$ cat config.mk
export PLATFORM = sky130hd
export DESIGN_NAME = multi_port_fifo
export DESIGN_NICKNAME = d
export VERILOG_FILES = /design/src/rtl/leading_ones_count.sv /design/src/rtl/multi_port_fifo.sv
export SDC_FILE = /design/constraint.sdc
export NUM_CORES = 2
export LEC_CHECK = 0
export CAP_MARGIN = 30
export CORE_UTILIZATION = 35
export CTS_CLUSTER_SIZE = 16
export DETAILED_ROUTE_END_ITERATION = 10
export GPL_ROUTABILITY_DRIVEN = 0
export PLACE_DENSITY_LB_ADDON = 0.1
export SYNTH_ARGS = -nofsm -noshare
export SYNTH_HDL_FRONTEND = slang
export SYNTH_HIERARCHICAL = 1
export SYNTH_SLANG_ARGS = --single-unit
$ cat constraint.sdc
create_clock -name clk -period 10.8 [get_ports clk]
set_clock_uncertainty 0.05 [all_clocks]
set_input_delay 2.16 -clock clk [delete_from_list [all_inputs] [get_ports clk]]
set_output_delay 2.16 -clock clk [all_outputs]
set_load 0.01 [all_outputs]
$ cat src/rtl/leading_ones_count.sv
`default_nettype none
// ============================================================================
// Module   : leading_ones_count
// Purpose  : Counts the contiguous run of ones starting at bit 0. Used to
//            turn per-lane valid/ready vectors into an in-order lane count.
// Revision : 1.0 - initial release
// ============================================================================
module leading_ones_count #(
  parameter int WIDTH = 2
) (
  input  logic [WIDTH-1:0]             bits,
  output logic [$clog2(WIDTH+1)-1:0]   ones
);

  localparam int c_cnt_w = $clog2(WIDTH + 1);

  logic w_run;

  // Walk from lane 0 upward; the run stops at the first zero and later ones are ignored.
  always_comb begin
    ones  = '0;
    w_run = 1'b1;
    for (int i = 0; i < WIDTH; i++) begin
      w_run = w_run & bits[i];
      if (w_run) begin
        ones = ones + c_cnt_w'(1);
      end
    end
  end

endmodule
`default_nettype wire

$ cat src/rtl/multi_port_fifo.sv
`default_nettype none
// ============================================================================
// Module   : multi_port_fifo
// Purpose  : Multi-lane push / multi-lane pop FIFO on distributed RAM.
//            Up to IN_WIDTH entries enter and OUT_WIDTH entries leave per
//            cycle, always in lane order. Pointers carry a wrap bit so all
//            DEPTH slots are usable; occupancy comes from a count register.
// Revision : 1.0 - initial release
// ============================================================================
module multi_port_fifo #(
  parameter int DATA_WIDTH = 128,
  parameter int DEPTH      = 8,
  parameter int IN_WIDTH   = 2,
  parameter int OUT_WIDTH  = 2
) (
  input  logic                                  clk,
  input  logic                                  rst,
  input  logic                                  flush,
  input  logic [IN_WIDTH-1:0]                   push_valid,
  input  logic [IN_WIDTH-1:0][DATA_WIDTH-1:0]   push_data,
  output logic                                  push_ready,
  output logic [OUT_WIDTH-1:0]                  pop_valid,
  output logic [OUT_WIDTH-1:0][DATA_WIDTH-1:0]  pop_data,
  input  logic [OUT_WIDTH-1:0]                  pop_ready,
  output logic [$clog2(DEPTH):0]                count,
  output logic                                  full,
  output logic                                  empty
);

  localparam int c_idx_w     = $clog2(DEPTH);
  localparam int c_ptr_w     = c_idx_w + 1;
  localparam int c_cnt_w     = c_idx_w + 1;
  localparam int c_in_cnt_w  = $clog2(IN_WIDTH + 1);
  localparam int c_out_cnt_w = $clog2(OUT_WIDTH + 1);

  // Storage is deliberately left unreset so it maps onto LUT RAM.
  logic [DATA_WIDTH-1:0] r_mem [DEPTH];

  logic [c_ptr_w-1:0]     r_head;
  logic [c_ptr_w-1:0]     r_tail;
  logic [c_cnt_w-1:0]     r_count;

  logic [c_cnt_w-1:0]     w_free;
  logic [IN_WIDTH-1:0]    w_push_req;
  logic [IN_WIDTH-1:0]    w_wr_en;
  logic [c_in_cnt_w-1:0]  w_push_cnt;
  logic [OUT_WIDTH-1:0]   w_pop_req;
  logic [c_out_cnt_w-1:0] w_pop_cnt;
  logic [c_idx_w-1:0]     w_wr_idx [IN_WIDTH];
  logic [c_idx_w-1:0]     w_rd_idx [OUT_WIDTH];

  // Admission uses only the registered count, so a same-cycle pop never opens space.
  assign w_free     = c_cnt_w'(DEPTH) - r_count;
  assign push_ready = (w_free >= c_cnt_w'(IN_WIDTH));
  assign w_push_req = push_ready ? push_valid : '0;
  assign w_pop_req  = pop_valid & pop_ready;

  leading_ones_count #(.WIDTH(IN_WIDTH)) u_push_cnt (
    .bits (w_push_req),
    .ones (w_push_cnt)
  );

  leading_ones_count #(.WIDTH(OUT_WIDTH)) u_pop_cnt (
    .bits (w_pop_req),
    .ones (w_pop_cnt)
  );

  // Lane g writes only when it sits inside the accepted leading run.
  for (genvar g = 0; g < IN_WIDTH; g++) begin : g_wr_lane
    assign w_wr_idx[g] = r_tail[c_idx_w-1:0] + c_idx_w'(g);
    assign w_wr_en[g]  = !flush && (c_in_cnt_w'(g) < w_push_cnt);
  end

  // Read lanes expose head+g combinationally; valid while occupancy exceeds g.
  for (genvar g = 0; g < OUT_WIDTH; g++) begin : g_rd_lane
    assign w_rd_idx[g]  = r_head[c_idx_w-1:0] + c_idx_w'(g);
    assign pop_data[g]  = r_mem[w_rd_idx[g]];
    assign pop_valid[g] = (r_count > c_cnt_w'(g));
  end

  assign count = r_count;
  assign full  = (r_count == c_cnt_w'(DEPTH));
  assign empty = (r_count == '0);

  // RAM write port: accepted lanes land at consecutive slots from tail.
  always_ff @(posedge clk) begin
    for (int i = 0; i < IN_WIDTH; i++) begin
      if (w_wr_en[i]) begin
        r_mem[w_wr_idx[i]] <= push_data[i];
      end
    end
  end

  // Pointer and occupancy update; flush overrides any same-cycle traffic.
  always_ff @(posedge clk or negedge rst) begin
    if (!rst) begin
      r_head  <= '0;
      r_tail  <= '0;
      r_count <= '0;
    end else if (flush) begin
      r_head  <= '0;
      r_tail  <= '0;
      r_count <= '0;
    end else begin
      r_head  <= r_head + c_ptr_w'(w_pop_cnt);
      r_tail  <= r_tail + c_ptr_w'(w_push_cnt);
      r_count <= r_count + c_cnt_w'(w_push_cnt) - c_cnt_w'(w_pop_cnt);
    end
  end

  // Pointer distance (wrap bit included) must always agree with the count register.
  always_comb begin
    assert (c_cnt_w'(r_tail - r_head) == r_count);
  end

endmodule
`default_nettype wire

==> results.sh <==
export IMPL_power_mw=17.2
export IMPL_r2r_start="count[1]$_DFF_PN0_"
export IMPL_dieArea_um2=171000
export IMPL_syn_avg_cell_area_um2=18.6
export IMPL_synth_edff_count=1024
export IMPL_initial_core_util_pct=35.3
export IMPL_vias_per_cell=5.80
export IMPL_io_buffers=527
export IMPL_clk_pin_slew_ns=0.06
export IMPL_async_flop_share_pct=0.967
export IMPL_drtAntennaViolNets=0
export IMPL_layout_area_overhead_vs_synth_pct=19.7
export IMPL_numCtsBuffers=133
export IMPL_antenna_found_initial=49
export IMPL_fin_util_pct=42.3
export IMPL_die_x_um=413
export IMPL_vias=34700
export IMPL_reg2reg_to="r_mem[7][95]$_DFFE_PP_"
export IMPL_core_area_um2=168000
export IMPL_cts_sinks=1034
export IMPL_grt_pass1_vias=38000
export IMPL_drt_wl_total_um=196000
export IMPL_crit_type="register to output port"
export IMPL_crit_end="pop_data[160]"
export IMPL_finalHoldViolCount=0
export IMPL_irDropWorstVdd_mv=0.350
export IMPL_final_max_slew_violation_count=0
export IMPL_yosysSeqAreaShare_pct=52.3
export IMPL_setup_viol=0
export IMPL_min_path_type="register to register"
export IMPL_synthAdderAreaFrac_pct=0.410
export IMPL_grt_overflow_total=0
export IMPL_post_cts_repair_setup_buffers=0
export IMPL_synth_ff_latch_count=1034
export IMPL_dr_pass1_iters=5
export IMPL_nets=3937
export IMPL_worst_pin_slew_ns=1.14
export IMPL_wire_per_inst_um=32.8
export IMPL_grt_pass1_wl_um=276000
export IMPL_grt_max_degree=141
export IMPL_period_share_pct=72.8
export IMPL_synth_area_um2=59200
export IMPL_timing_fmax_mhz=127
export IMPL_htreeDepth=4
export IMPL_synth_simple_gate_area_share_pct=0.391
export IMPL_dieHeight_um=413
export IMPL_period_needed_ns=7.87
export IMPL_min_from="count[0]$_DFF_PN0_"
export IMPL_clk_latency_ns=0.78
export IMPL_synthMuxAreaShare_pct=43.8
export IMPL_synth_top_family_by_area="multiplexers"
export IMPL_grtUsageTotal_pct=22.7
export IMPL_cts_resized=0
export IMPL_cp_max_fo=52
export IMPL_critPathCaptureType="output port"
export IMPL_remaining_drc_errors=0
export IMPL_rsz0062_at_grt="no"
export IMPL_slew_headroom_pct=24.2
export IMPL_rrSetupSlack_ns=5.74
export IMPL_drt_iter0_markers=2727
export IMPL_synth_distinct_cells=36
export IMPL_rows=150
export IMPL_cp_start_kind="register"
export IMPL_synth_flop_cell="edfxtp_1"
export IMPL_status="finished, final reports clean"
export IMPL_synth_compound_area_share_pct=0.150
export IMPL_synthCells=3177
export IMPL_hpwl_um=109000
export IMPL_ctsHoldBuffers=0
export IMPL_power_density_nw_per_um2=243
export IMPL_syn_nets=3457
export IMPL_ys_warn_count=6
export IMPL_rr_worst_depth=11
export IMPL_arrival_ns=5.66
export IMPL_worstSetupStartpoint="r_head[0]$_DFF_PN0_"
export IMPL_layout_drive_gt1_share_pct=54.9
export IMPL_maxCapViolCount=0
export IMPL_leakage_nw=22.2
export IMPL_io_pins=528
export IMPL_cts_tree="built"
export IMPL_cts_buffer_depth=3
export IMPL_root_buffer="clkbuf_16"
export IMPL_cp_required_ns=8.59
export IMPL_synth_xor_area_share_pct=0.129
## placed cells by master (no fill, tap or decap), types with 3 or more instances in the layout
| cell type | instances |
|---|---|
| mux2_2 | 1268 |
| edfxtp_1 | 1024 |
| clkdlybuf4s50_1 | 527 |
| mux4_2 | 512 |
| clkbuf_16 | 139 |
| buf_4 | 55 |
| clkbuf_1 | 29 |
| clkinv_1 | 26 |
| diode_2 | 24 |
| inv_1 | 17 |
| clkinv_2 | 17 |
| buf_12 | 14 |
| mux2_1 | 13 |
| ha_1 | 12 |
| nor2_1 | 7 |
| dfrtp_1 | 7 |
| nand2_4 | 6 |
| inv_6 | 6 |
| clkinvlp_4 | 6 |
| bufinv_16 | 6 |
| nor2b_1 | 5 |
| and2_1 | 5 |
| o21ai_4 | 4 |
| fa_1 | 4 |
| clkinv_8 | 4 |
| buf_16 | 4 |
| xor2_1 | 3 |
| nand2_1 | 3 |
| dfrtp_4 | 3 |
## cell type report
type	instances	area, um^2
fill	14700	96700
sequential	1034	31000
multi-input combinational	1870	26800
timing repair buffer	601	6090
clock buffer	169	3600
tap	2204	2760
clock inverter	66	534
inverter	17	63.8
antenna	24	60.1
## state kept, by name, indices dropped and copies added (netlist names)
register and count:
r_tail 3, r_mem 1024, count 4, r_head 3
## logic make-up after synthesis
group                    Yosys count
AO/OA/AOI/OAI                     14
XOR/XNOR                           7
adder cells (fa/ha/maj)           17
buffers and inverters            273
flip-flops                      1034
multiplexers                    1793
AND/OR/NAND/NOR                   39
## how the worst min path moves through the flow
stage	to	slack [ns]	cells past startpoint
2_1_floorplan	r_head[0]$_DFF_PN0_	0.56	2
3_3_place_gp	count[0]$_DFF_PN0_	0.71	2
3_5_place_dp	count[0]$_DFF_PN0_	0.70	2
4_1_cts	count[0]$_DFF_PN0_	0.74	2
5_1_grt	count[0]$_DFF_PN0_	0.80	2
6_report	count[0]$_DFF_PN0_	0.73	2
## Yosys cell counts, types with 2 or more instances
cell / count / area (um^2)
mux4_2: 512 / 11500
nor2b_1: 5 / 31.3
mux2_1: 13 / 146
nand2_1: 9 / 33.8
and2_2: 2 / 15.0
o21ai_0: 5 / 25.0
xor2_1: 4 / 35.0
buf_2: 138 / 691
o22ai_1: 2 / 12.5
mux2_2: 1268 / 14300
buf_4: 41 / 308
o31ai_1: 3 / 22.5
and2_1: 5 / 31.3
buf_6: 36 / 405
and4bb_2: 2 / 25.0
clkbuf_1: 30 / 113
ha_1: 13 / 163
edfxtp_1: 1024 / 30700
and2b_2: 2 / 17.5
inv_1: 17 / 63.8
buf_1: 11 / 41.3
nor2_1: 9 / 33.8
fa_1: 4 / 80.1
dfrtp_1: 10 / 250
## where the power goes
part | total (mW) | internal (mW) | switching (mW)
Combinational | 7.82 | 4.12 | 3.70
Clock | 4.27 | 2.50 | 1.77
Sequential | 5.12 | 4.91 | 0.216
## metrics by stage
step | instance area (um^2) | cells | TNS (ns) | setup WS, ns | hold WS [ns]
2_1_floorplan | 59200 | 3177 | -641.77 | -1.67 | 0.558
3_3_place_gp | 66500 | 5718 | 0 | 3.78 | 0.714
3_5_place_dp | 66600 | 5723 | 0 | 3.66 | 0.703
4_1_cts | 70800 | 5958 | 0 | 2.78 | 0.735
5_1_grt | 70900 | 5977 | 0 | 2.52 | 0.796
6_report | 70900 | 5985 | 0 | 2.93 | 0.727
## layer usage
| layer | routed length [um] | up-vias | track usage, % |
|---|---|---|---|
| li1 | - | 14400 | - |
| met1 | 81900 | 18900 | 29.3 |
| met2 | 96600 | 1125 | 37.6 |
| met3 | 12400 | 301 | 5.61 |
| met4 | 4790 | 44 | 7.28 |
| met5 | 287 | - | 0 |
## worst max-delay path: stages, from the launching register on
cell and delay [ns]:
dfrtp_4 0.98, buf_4 0.75, buf_4 0.78, buf_4 0.78, mux4_2 0.60, mux2_2 0.32
clkdlybuf4s50_1 0.50
No activity file was read; power rests on OpenSTA's default activity.
